**config.mk**
```make
export PLATFORM = sky130hd
export DESIGN_NAME = lane_dispatch_sequencer
export DESIGN_NICKNAME = d
export VERILOG_FILES = /design/src/rtl/lane_dispatch_sequencer.sv
export SDC_FILE = /design/constraint.sdc
export NUM_CORES = 1
export LEC_CHECK = 0
export ABC_AREA = 1
export CORE_UTILIZATION = 50
export DETAILED_ROUTE_END_ITERATION = 10
export PLACE_DENSITY = 0.8
export SLEW_MARGIN = 20
export SYNTH_ARGS = -nofsm -noshare
export SYNTH_HDL_FRONTEND = slang
export SYNTH_SLANG_ARGS = --single-unit
```
**constraint.sdc**
```tcl
create_clock -name clk -period 3.7 [get_ports clk]
set_input_delay 0.555 -clock clk [delete_from_list [all_inputs] [get_ports clk]]
set_output_delay 0.555 -clock clk [all_outputs]
set_load 0.1 [all_outputs]
```
**src/rtl/lane_dispatch_sequencer.sv**
```systemverilog
// Lane dispatch sequencer: accepts an active-lane mask per warp batch and
// issues one lane ID per cycle in rotating order from a start position,
// then reports completion with the number of lanes issued.
module lane_dispatch_sequencer #(
   parameter int NUM_LANES = 8,
   parameter int LANE_W    = 3,
   parameter int WID_W     = 4,
   parameter int CNT_W     = 4
) (
   input  logic                 clk,
   input  logic                 reset,
   input  logic                 in_valid,
   output logic                 in_ready,
   input  logic [NUM_LANES-1:0] in_mask,
   input  logic [WID_W-1:0]     in_wid,
   input  logic [LANE_W-1:0]    in_start,
   output logic                 out_valid,
   input  logic                 out_ready,
   output logic [LANE_W-1:0]    out_lane,
   output logic [WID_W-1:0]     out_wid,
   input  logic                 abort,
   output logic                 done,
   output logic [WID_W-1:0]     done_wid,
   output logic [CNT_W-1:0]     done_count
);

   // state | meaning
   // IDLE  | waiting for a batch, in_ready high unless aborting
   // SCAN  | issuing lanes from pending, one wrap bubble allowed
   // DONE  | one-cycle completion pulse, then back to IDLE
   typedef enum logic [1:0] {
      ST_IDLE = 2'd0,
      ST_SCAN = 2'd1,
      ST_DONE = 2'd2
   } state_t;

   state_t               state_q, state_d;
   logic [NUM_LANES-1:0] pending_q, pending_d;
   logic [LANE_W-1:0]    ptr_q, ptr_d;
   logic [WID_W-1:0]     wid_q, wid_d;
   logic [CNT_W-1:0]     count_q, count_d;
   logic                 done_q, done_d;
   logic [WID_W-1:0]     done_wid_q, done_wid_d;
   logic [CNT_W-1:0]     done_count_q, done_count_d;

   logic [NUM_LANES-1:0] window;
   logic [NUM_LANES-1:0] pending_after;
   logic                 hit;
   logic [LANE_W-1:0]    pos;
   logic                 xfer;

   // Non-wrapping search: lowest pending lane at or above ptr.
   always_comb begin
      window = pending_q & ({NUM_LANES{1'b1}} << ptr_q);
      hit    = |window;
      pos    = '0;
      for (int i = NUM_LANES - 1; i >= 0; i--) begin
         if (window[i]) pos = LANE_W'(i);
      end
   end

   assign in_ready      = (state_q == ST_IDLE) && !abort;
   assign out_valid     = (state_q == ST_SCAN) && hit && !abort;
   assign out_lane      = pos;
   assign out_wid       = wid_q;
   assign xfer          = out_valid && out_ready;
   assign pending_after = pending_q & ~(NUM_LANES'(1) << pos);

   assign done       = done_q;
   assign done_wid   = done_wid_q;
   assign done_count = done_count_q;

   // Next-state logic; abort overrides everything and never raises done.
   always_comb begin
      state_d      = state_q;
      pending_d    = pending_q;
      ptr_d        = ptr_q;
      wid_d        = wid_q;
      count_d      = count_q;
      done_d       = 1'b0;
      done_wid_d   = done_wid_q;
      done_count_d = done_count_q;

      if (abort) begin
         state_d   = ST_IDLE;
         pending_d = '0;
         count_d   = '0;
      end else begin
         case (state_q)
            ST_IDLE: begin
               if (in_valid) begin
                  pending_d = in_mask;
                  wid_d     = in_wid;
                  ptr_d     = in_start;
                  count_d   = '0;
                  if (in_mask == '0) begin
                     state_d      = ST_DONE;
                     done_d       = 1'b1;
                     done_wid_d   = in_wid;
                     done_count_d = '0;
                  end else begin
                     state_d = ST_SCAN;
                  end
               end
            end
            ST_SCAN: begin
               if (xfer) begin
                  pending_d = pending_after;
                  count_d   = count_q + CNT_W'(1);
                  // LANE_W-bit add wraps lane 7 straight to 0, no bubble
                  ptr_d     = pos + LANE_W'(1);
                  if (pending_after == '0) begin
                     state_d      = ST_DONE;
                     done_d       = 1'b1;
                     done_wid_d   = wid_q;
                     done_count_d = count_q + CNT_W'(1);
                  end
               end else if (!hit && (pending_q != '0)) begin
                  ptr_d = '0;
               end
            end
            ST_DONE: begin
               state_d = ST_IDLE;
            end
            default: begin
               state_d   = ST_IDLE;
               pending_d = '0;
               count_d   = '0;
            end
         endcase
      end
   end

   // State and output registers.
   always_ff @(posedge clk or posedge reset) begin
      if (reset) begin
         state_q      <= ST_IDLE;
         pending_q    <= '0;
         ptr_q        <= '0;
         wid_q        <= '0;
         count_q      <= '0;
         done_q       <= 1'b0;
         done_wid_q   <= '0;
         done_count_q <= '0;
      end else begin
         state_q      <= state_d;
         pending_q    <= pending_d;
         ptr_q        <= ptr_d;
         wid_q        <= wid_d;
         count_q      <= count_d;
         done_q       <= done_d;
         done_wid_q   <= done_wid_d;
         done_count_q <= done_count_d;
      end
   end

endmodule
```
**Word level (Yosys, flattened, before mapping)**

Cells that the tools add are included.
W data, S select, Z words.

- Register bits after elaboration: 30
- Output and inout bits: 18
- Logic and storage cells: 87

- Add/sub/neg operators: 2
- Equality and inequality tests: 11
- Shift-type cells: 2
- Muxes and demuxes: 42
- Bitwise logic cells: 4
- Reduce and logical (&&, ||, !) cells: 18

Operators by type and width:

| kind | count |
|---|---|
| $mux W4 | 11 |
| $mux W3 | 11 |
| $mux W8 | 3 |
| $pmux W8 S3 | 1 |
| $and A8 B8 Y8 | 2 |
| $logic_not A8 Y1 | 2 |
| $pmux W4 S2 | 2 |
| $pmux W4 S3 | 1 |
| $mux W2 | 5 |
| $reduce_and A3 Y1 | 3 |
| $not A8 Y8 | 1 |
| $reduce_bool A8 Y1 | 1 |
| $reduce_or A8 Y1 | 1 |
| $shl A1 B3 Y8 const A | 1 |
| $shl A8 B3 Y8 const A | 1 |
| $ne A2 B2 Y1 const B | 3 |
| $ne A3 B2 Y1 const B | 2 |
| $ne A3 B3 Y1 const B | 2 |
| $pmux W3 S2 | 1 |
| $reduce_and A6 Y1 | 1 |
| $logic_and A1 B1 Y1 | 5 |
| $mux W1 | 5 |
| $add A4 B1 Y4 const B | 1 |
| $ne A2 B1 Y1 const B | 2 |
| other kinds (10) | 11 |

**Depth between registers and ports, before layout**

- Depth after elaboration: 18
- Gate-level depth with buffers: 20
- Gate-level depth less buffers: 20

**Least setup slack after synthesis**

No wires, ideal clock.

- Path type: flip-flop to flip-flop
- From: register ptr_q[2]
- To: register done_count_q[0], in the netlist done_count[0]
- Setup time: 0.122 ns
- Arrival: 2.880 ns
- Required time: 3.578 ns
- Path slack: 0.698 ns
- Cell stages (with the launch flop): 17
- Buffers on the path: 0
- Cell sequence: dfrtp_1 > inv_2 > nand3_1 > nand2_2 > inv_1 > a21oi_2 > inv_1 > nor2_1 > ha_1 > or2_2 > nand2_1 > nor2_2 > nand3_2 > nand2_4 > nand2_4 > nand2_1 > nand2_1

- Word-level cells in the longest chain between the ends: 16
- Elaborated cells between the ends (all ways): 21
- Classes of those cells: eq/ne: 2; shift: 2; mux: 8; bitwise: 3; reduce/logical: 6

RTL lines:

| item | line | RTL |
|---|---|---|
| from (decl) | 39 | `logic [LANE_W-1:0] ptr_q, ptr_d;` |
| from (signal assigned) | 148 | `ptr_q <= ptr_d;` |
| $shl A8 B3 Y8 (*) | 54 | `window = pending_q & ({NUM_LANES{1'b1}} << ptr_q);` |
| $and A8 B8 Y8 (*) | 54 |  |
| $mux W3 (7 in series) | 58 | `if (window[i]) pos = LANE_W'(i);` |
| $mux W3 (*) | 58 |  |
| via out_lane[1] | 19 | `output logic [LANE_W-1:0] out_lane,` |
| $shl A1 B3 Y8 (*) | 67 | `assign pending_after = pending_q & ~(NUM_LANES'(1) << pos);` |
| $not A8 Y8 (*) | 67 |  |
| $and A8 B8 Y8 (*) | 67 |  |
| $logic_not A8 Y1 (*) | 112 | `if (pending_after == '0) begin` |
| $ne A2 B1 Y1 (no source line) (*) | n/a |  |
| $reduce_and A6 Y1 (no source line) (*) | n/a |  |
| to (signal assigned) | 153 | `done_count_q <= done_count_d;` |
| to (decl) | 44 | `logic [CNT_W-1:0] done_count_q, done_count_d;` |

The timed path passes the listed nets; every way through them passes the cells marked *.
A chain may end at the register's enable or synchronous reset.

**Worst setup path after layout**

- From: input abort
- To: output out_valid

- Word-level cells in the longest chain between the ends: 2

RTL lines:

| item | line | RTL |
|---|---|---|
| from (decl) | 21 | `input logic abort,` |
| $logic_not A1 Y1 | 63 | `assign out_valid = (state_q == ST_SCAN) && hit && !abort;` |
| $logic_and A1 B1 Y1 | 63 |  |
| to (decl) | 17 | `output logic out_valid,` |

Every way passes these cells.

==> summary.md <==
| Metric | Value |
|---|---|
| Count of pins over their slew limit | 0 |
| First-pass GRT wire length | 7290 um |
| CTS Buffer Depth | 2 |
| CP Data Required Time | 3.14 ns |
| Final Net Count | 332 |
| Die Area | 0.00410 mm2 |
| Synth top area share | 39.1% |
| Maximum vdd ir drop | 0.512 mV |
| Vias | 1832 |
| Total Negative Setup Slacks | 0 ns |
| Initial Util | 52.5% |
| Synth top area cells | dfrtp_1 (39%), nand2_1 (14%), inv_1 (7.2%), nand3_1 (5.5%), nor2_1 (5.1%) |
| Core area | 0.00366 mm2 |
| CP endpoint kind | output pin |
| CTS root buf | clkbuf_8 |
| Post-cts resize count | 0 |
| Setup Buffers After CTS | 0 |
| Achievable Freq | 390 MHz |
| Synth area leader | dfrtp_1 |
| Initial antenna violation count | 0 |
| Most common cell after layout, fill and taps aside | nand2_1 |
| # rows | 22 |
| PortBufs | 37 |
| Remaining DRCs | 0 |
| Hold Crit Class | reg2reg |
| Final Util | 66.8% |
| Slew HR | 34.0% |
| Status | complete, no violations |
| Die Span Y | 64.0 um |
| Final antenna-violating net count | 0 |
| Pwr Density | 980 mW/mm2 |
| IO Pins | 38 |
| Synth Register Bits | 30 |
| Synth Cell Area | 0.00192 mm2 |
| CP Class | in2out |
| # hold bufs at CTS | 0 |
| HPWL Detailed | 3570 um |
| Clk sinks | 30 |
| Minimum clock period | 2.57 ns |
| Final Hold Viols | 0 |
| Share of cells above drive strength 1 | 13.3% |
| CP Data Arrival Time | 2.01 ns |
| Crit share post-route | 69.4% |
| Syn Nets | 289 |
| Final setup fails | 0 |
| CTS tree | built |
| RSZ-0062 raised after global routing | no |
| Vias in the first global route | 1639 |
| Gp weighted congestion | 0.929 |
| Slew @ Worst Pin | 0.986 ns |
| Avg WL per Cell | 12.6 um |
| Clock skew | 0.00817 ns |
| Pwr Total | 0.00240 W |
| Startpoint class of the critical path | input pin |
| Clk_lat worst skew | 0.28 ns |
| Vias/cell | 5.15 |
| LEAKAGE | 1.24 nW |
| Routed WL | 4470 um |
| Most frequent cells in the layout | nand2_1 (74), inv_1 (37), clkdlybuf4s50_1 (32), dfrtp_1 (30), nor2_1 (26) |
| Iteration count of the initial detailed-routing pass | 4 |
| Filler instances | 329 |
| Antenna diodes | 0 |
| Worst-path clk slew | 0.07 ns |
| Seq/Total Area, Yosys | 39.1% |
| GRT overflow | 0 |
| Largest net degree at the start of global routing | 26 |
| Die Span X | 64.0 um |
| Final Cell Area | 0.00245 mm2 |
| CP max FO | 7 |
| Htree depth | 2 |
| Layout area overhead | 27.3% |
| DR iter-0 viols | 126 |
| CTS buffer count | 5 |
| Mapped Cells | 264 |
| Yosys cell types | 26 |
| Synth warnings | 0 |
| Total GRT Usage | 23.3% |
| Max_cap viols | 0 |
| Placed inst area | 0.00234 mm2 |
| Avg Inst Size Synth | 7.28 um2 |
## final timing paths
path                                          from                        end  slack, ns  depth (start not counted)
max in group asynchronous                    reset   pending_q[0]$_DFFE_PP0P_       2.28                          3
min in group asynchronous                    reset     out_wid[1]$_DFFE_PP0P_       0.78                          2
min reg2reg                done_wid[0]$_DFFE_PP0P_    done_wid[0]$_DFFE_PP0P_       0.48                          2
max reg2reg                   ptr_q[1]$_DFFE_PP0P_  done_count[0]$_DFFE_PP0P_       1.26                         20
min                        done_wid[0]$_DFFE_PP0P_    done_wid[0]$_DFFE_PP0P_       0.48                          2
max                                          abort                  out_valid       1.13                          7
## routing by layer
| metal | vias up | GRT usage, % | wire length [um] |
|---|---|---|---|
| met2 | 47 | 36.3 | 2010 |
| li1 | 926 | - | - |
| met4 | 0 | 8.81 | 64 |
| met1 | 852 | 31.7 | 2140 |
| met3 | 7 | 5.00 | 258 |
| met5 | - | 0 | 0 |
## layout make-up
class,count,area [um2],area share (%)
Inverter,41,154,6.29
Multi-Input combinational cell,191,1010,41.3
Clock buffer,7,76.3,3.12
Timing Repair Buffer,38,365,14.9
Clock inverter,1,30.0,1.23
Tap cell,48,60.1,2.46
Sequential cell,30,751,30.7
## state kept, by name, summed over array words and instances, names as in the netlist
signal / flops
count_q: 4
state_q: 2
ptr_q: 3
done: 1
done_count: 4
pending_q: 8
out_wid: 4
done_wid: 4
## cells in the mapped netlist
master	number
nand2_1	74
inv_1	37
dfrtp_1	30
nor2_1	26
nand3_1	21
o21ai_0	16
o21ai_1	8
a21oi_1	6
ha_1	5
nand2_2	5
o22ai_1	5
inv_2	4
nand3_2	4
nand2_4	3
nor2_2	3
clkbuf_1	2
nand4_1	2
nor2_4	2
nor4_1	2
o21ai_2	2
o21ai_4	2
a21oi_2	1
nand4_4	1
nor2_8	1
o21a_1	1
or2_2	1
## stage by stage
step                      worst slack, ns  std cells  hold slack (ns)
after detailed placement             1.15        348            0.465
after global routing                0.953        356            0.512
after floorplan                     0.698        264            0.498
after global placement               1.18        348            0.456
final                                1.13        356            0.483
after CTS                            1.15        356            0.486
## kinds of logic (layout without fill, tap and decap cells)
logic type               Yosys count  count (layout)  synth area share (%)
AND/OR/NAND/NOR                  145             145                  36.4
buffers and inverters             43              87                  8.40
AO/OA/AOI/OAI                     41              41                  12.9
flip-flops                        30              30                  39.1
adder cells (fa/ha/maj)            5               5                  3.26
## critical path: stages
cell and delay (ns):
clkdlybuf4s50_1 0.47, inv_1 0.21, nand2_1 0.12, nor2_1 0.17, inv_1 0.09, nor2_1 0.10, buf_4 0.29
## power breakdown
group          total, W  switching [W]  internal (W)
clock network  0.000321       0.000119      0.000201
registers      0.000518      0.0000874      0.000431
logic           0.00156        0.00117      0.000392
(Power assumes the default switching activity.)
